--- src/rtl/period_uart_reporter.sv ---
// Converts a 16-bit period to "P=ddddd\r\n" and sends it 8N1; start bit 17 cycles after capture, 17+90*CLKS_PER_BIT busy.
// No backpressure: a strobe while busy is dropped and latches the sticky overrun flag.
module period_uart_reporter #(
    parameter int CLKS_PER_BIT = 434
) (
    input  logic        clk_50mhz,
    input  logic        rst,
    input  logic [15:0] period_us,
    input  logic        period_valid,
    output logic        busy,
    output logic        overrun,
    output logic        uart_tx_pin
);

    typedef enum logic [1:0] {IDLE, CONVERT, LOAD, SEND} state_t;

    localparam logic [15:0] BAUD_LAST = 16'(CLKS_PER_BIT - 1);

    state_t      state;
    logic [19:0] bcd;
    logic [15:0] bin;
    logic [3:0]  bit_cnt;
    logic [3:0]  byte_idx;
    logic [15:0] baud_cnt;

    logic [19:0] bcd_adj;
    logic [3:0]  digit;
    logic [7:0]  cur_byte;

    // Double-dabble correction: bump any nibble >= 5 by 3 before the shift
    always_comb begin
        bcd_adj = bcd;
        for (int i = 0; i < 5; i++) begin
            if (bcd[4*i +: 4] >= 4'd5) begin
                bcd_adj[4*i +: 4] = bcd[4*i +: 4] + 4'd3;
            end
        end
    end

    always_comb begin
        digit = 4'd0;
        case (byte_idx)
            4'd2:    digit = bcd[19:16];
            4'd3:    digit = bcd[15:12];
            4'd4:    digit = bcd[11:8];
            4'd5:    digit = bcd[7:4];
            4'd6:    digit = bcd[3:0];
            default: digit = 4'd0;
        endcase
    end

    always_comb begin
        cur_byte = 8'h0A;
        case (byte_idx)
            4'd0:                          cur_byte = 8'h50;
            4'd1:                          cur_byte = 8'h3D;
            4'd2, 4'd3, 4'd4, 4'd5, 4'd6: cur_byte = {4'h3, digit};
            4'd7:                          cur_byte = 8'h0D;
            default:                       cur_byte = 8'h0A;
        endcase
    end

    always_ff @(posedge clk_50mhz) begin
        if (rst) begin
            state       <= IDLE;
            bcd         <= '0;
            bin         <= '0;
            bit_cnt     <= '0;
            byte_idx    <= '0;
            baud_cnt    <= '0;
            busy        <= 1'b0;
            overrun     <= 1'b0;
            uart_tx_pin <= 1'b1;
        end else begin
            if (period_valid && busy) begin
                overrun <= 1'b1;
            end
            case (state)
                IDLE: begin
                    if (period_valid) begin
                        bin     <= period_us;
                        bcd     <= '0;
                        bit_cnt <= '0;
                        busy    <= 1'b1;
                        state   <= CONVERT;
                    end
                end
                CONVERT: begin
                    {bcd, bin} <= {bcd_adj, bin} << 1;
                    bit_cnt    <= bit_cnt + 4'd1;
                    if (bit_cnt == 4'd15) begin
                        state <= LOAD;
                    end
                end
                LOAD: begin
                    uart_tx_pin <= 1'b0;
                    byte_idx    <= '0;
                    bit_cnt     <= '0;
                    baud_cnt    <= '0;
                    state       <= SEND;
                end
                SEND: begin
                    // bit_cnt: 0 = start, 1..8 = data LSB first, 9 = stop
                    if (baud_cnt == BAUD_LAST) begin
                        baud_cnt <= '0;
                        if (bit_cnt == 4'd9) begin
                            if (byte_idx == 4'd8) begin
                                state       <= IDLE;
                                busy        <= 1'b0;
                                uart_tx_pin <= 1'b1;
                            end else begin
                                byte_idx    <= byte_idx + 4'd1;
                                bit_cnt     <= '0;
                                uart_tx_pin <= 1'b0;
                            end
                        end else begin
                            bit_cnt     <= bit_cnt + 4'd1;
                            uart_tx_pin <= (bit_cnt == 4'd8) ? 1'b1 : cur_byte[bit_cnt[2:0]];
                        end
                    end else begin
                        baud_cnt <= baud_cnt + 16'd1;
                    end
                end
                default: state <= IDLE;
            endcase
        end
    end

endmodule

--- config.mk ---
export PLATFORM = sky130hd
export DESIGN_NAME = period_uart_reporter
export DESIGN_NICKNAME = d
export VERILOG_FILES = /design/src/rtl/period_uart_reporter.sv
export SDC_FILE = /design/constraint.sdc
export NUM_CORES = 1
export LEC_CHECK = 0
export BUFFER_PORTS_ARGS = -buffer_cell sky130_fd_sc_hd__buf_2
export CORE_ASPECT_RATIO = 0.75
export CORE_UTILIZATION = 35
export DETAILED_ROUTE_END_ITERATION = 8
export SLEW_MARGIN = 20
export SYNTH_ARGS = -nofsm -noshare
export SYNTH_HDL_FRONTEND = slang
export SYNTH_SLANG_ARGS = --single-unit
--- constraint.sdc ---
create_clock -name clk_50mhz -period 4.45 [get_ports clk_50mhz]
set_clock_uncertainty 0.05 [all_clocks]
set_input_delay 0.445 -clock clk_50mhz [delete_from_list [all_inputs] [get_ports clk_50mhz]]
set_output_delay 0.445 -clock clk_50mhz [all_outputs]
set_load 0.02 [all_outputs]
==> impl_metrics.csv <==
group,metric,value,unit
floorplanning,rows,33,
timing,fmax,374,MHz
critical_path,critPathMaxStageDelay,880,ps
place,gp_congestion,0.823,
layout,final_cells,603,
global_routing,antenna_found_initial,0,
critical_path,cp.depth,6,
critical_path,cp.required,4610,ps
clock_tree,holdBufCountCts,0,
floorplanning,fp.dieH,93.6,um
clock_tree,cts_sinks,65,
pwr,vdd_drop_max,249,uV
yosys,synth-seq-cells,65,
clock_tree,postCtsSetupRepairBufs,0,
clock_tree,cts-resized-gates,0,
global_routing,first_global_vias,3119,
timing,worst_pin_slew,1070,ps
clock_tree,cts.clk_slew.worst_paths,70,ps
yosys,yosys.area_share.adder,0.0768,
pwr,power.density,465,nW/um2
yosys,ys_seq_area_frac,0.333,
floorplanning,die_w,124,um
floorplanning,start_util,0.359,
yosys,synth-warning-count,0,
yosys,synth_area_per_cell,8.66,um2
critical_path,crit_chain,"inv_1 > ha_1 > mux2_2 > o31ai_1 > a32oi_1 > nor2_1",
layout,finalNetCount,501,
timing,finalHoldViolCount,0,
drt,ant_nets,0,
clock_tree,cts_tree,"done",
critical_path,crit_family,"adder cells",
drt,viasPerCell,5.56,
critical_path,reg2reg_depth,6,
critical_path,crit_path_start_kind,"register",
yosys,synth_edf_count,0,
global_routing,overflow,0,
drt,wl_per_cell,14.7,um
yosys,synth_cells,452,
timing,rsz0062_at_grt,"false",
clock_tree,htree_levels,3,
clock_tree,cts_buffer_depth,2,
floorplanning,io_pins,22,
yosys,synth_top_family_by_area,"compound AO/OA/AOI/OAI gates",
timing,setup_tns,0,ps
drt,drt_first_iter_violations,331,
drt,remaining_drc_errors,0,
clock_tree,clock_latency,330,ps
timing,max-slew-margin-rel,0.284,
critical_path,worstPathMaxFanout,35,
critical_path,crit_slowest_cell,"ha_1",
job,maxCapViolCount,0,
global_routing,grt_pass1_wl,15000,um
outcome,status,"completed",
drt,wl,8850,um
yosys,synth-simple-area-share,0.189,
yosys,synth_compound_area_frac,0.259,
drt,dr.pass1.iters,4,
place,dpl.cell_count,587,
yosys,synth-xor-area-share,0.0224,
layout,num_antenna_cells,0,
global_routing,grt_max_degree,39,
layout,drive_above_1_share,0.123,
yosys,synthMuxAreaShare,0.0492,
timing,finalSetupViolCount,0,
clock_tree,cts_made_buffers,9,
drt,vias,3355,
yosys,netlist_area,3910,um2
clock_tree,cts_root_buf,"clkbuf_16",
yosys,async_flop_share,0,
yosys,ys.flop_type,"dfxtp_1",
yosys,syn-num-nets,495,
critical_path,crit_buf_inv,1,
global_routing,grt_usage,0.164,
min_path,holdPathStages,3,
yosys,yosysUniqueCellTypes,63,
critical_path,crit_path_end_kind,"register",
timing,fin_crit_sh,0.601,
timing,period_needed,2670,ps
floorplanning,dieArea,11600,um2
pwr,p_leak,0.00155,uW
floorplanning,core,10900,um2
critical_path,arrival,2830,ps
critical_path,crit_type,"register to register",
place,io_buffers,21,
min_path,hold_path_class,"input pin to register",
timing,slew_viol_final,0,
place,hpwlAfterDp,6080,um
layout,area_growth,10.7,%
==> worst paths after layout <==
check	startpoint	to	slack [ps]
worst max-delay path	state[1]$_SDFFE_PP0P_	bcd[3]$_SDFFE_PP0P_	1780
worst max register to register	state[1]$_SDFFE_PP0P_	bcd[3]$_SDFFE_PP0P_	1780
worst min register to register	bin[0]$_SDFFE_PP0P_	bin[0]$_SDFFE_PP0P_	400
worst min-delay path	period_us[0]	bin[0]$_SDFFE_PP0P_	320
==> layer usage <==
layer,track usage,routed length (um),vias to the layer above
met3,0.0421,357,6
met5,0,0,-
met4,0.0506,85,0
met1,0.223,4530,1596
li1,-,-,1687
met2,0.253,3880,66
==> cells in the final DEF, fill, tap and decap left out, drive strengths merged, types with 10 or more instances in the layout <==
cell type	synthesis	final
o21ai	17	17
xnor2	10	10
nand2	26	26
dfxtp	65	65
nor3	12	12
buf	5	24
a311oi	10	10
a21oi	26	26
nor2	48	48
a211oi	21	21
mux2i	17	17
inv	24	26
ha	24	24
==> power breakdown <==
part | switching (uW) | internal, uW | leakage, uW
logic | 360 | 220 | 0.000871
clock network | 283 | 438 | 0.000146
registers | 52.0 | 661 | 0.000528
==> layout make-up <==
| type | count | area, um2 |
|---|---|---|
| Inverter | 24 | 90.1 |
| Sequential cell | 65 | 1300 |
| Clock inverter | 7 | 77.6 |
| Tap cell | 140 | 175 |
| Timing Repair Buffer | 24 | 128 |
| Multi-Input combinational cell | 334 | 2330 |
| Clock buffer | 9 | 225 |
| Fill cell | 1107 | 6570 |
==> cell usage after synthesis, types with 4 or more instances <==
library cell	n	share of area
a21o_1	7	0.013
a311oi_1	10	0.022
a32oi_1	8	0.018
a22oi_1	9	0.017
dfxtp_1	65	0.33
nand3b_1	4	0.0077
clkbuf_8	6	0.021
clkbuf_1	17	0.016
nand3_1	9	0.012
mux2i_1	17	0.043
a21oi_1	26	0.033
o211ai_1	5	0.0096
a211oi_1	21	0.040
nand4_1	7	0.011
ha_1	24	0.077
nor2_1	48	0.046
and3_1	5	0.0080
inv_1	24	0.023
o21ai_0	17	0.022
xnor2_1	10	0.022
a31oi_1	7	0.011
nor2b_1	4	0.0064
nand2b_1	6	0.0096
nand2_1	26	0.025
o31ai_1	6	0.012
nor3_1	12	0.015
==> state kept, by name, indices dropped and copies added, names as in the netlist <==
register and cells:
baud_cnt 16, bcd 20, bin 16, bit_cnt 4, busy 1, byte_idx 4
overrun 1, state 2, uart_tx_pin 1
==> per-stage QoR <==
stage	area, um2	power (uW)	hold slack (ps)	util	worst slack (ps)
floorplan	3910	1190	382	-	2250
CTS	4330	2030	311	0.397	1790
global route	4330	2130	325	0.397	1540
detailed placement	4030	1300	397	0.370	1820
global placement	4030	1280	394	0.370	1900
finish	4330	2010	323	0.397	1780
==> worst register-to-register path, delay by kind of cell (launching register included) <==
kind,cells,cell delay (ps)
buffers and inverters,1,100
AND/OR/NAND/NOR,1,60
adder cells (fa/ha/maj),1,880
flip-flops,1,330
AO/OA/AOI/OAI,2,400
multiplexers,1,730
==> cells by family after synthesis <==
kind of cell,Yosys count
and+or+nand+nor,142
AOI/OAI and AO/OA,139
DFF,65
buffers and inverters,53
adders and majority gates,24
muxes,19
xor gates and xnor gates,10
No activity file was read; power rests on OpenSTA's default activity.
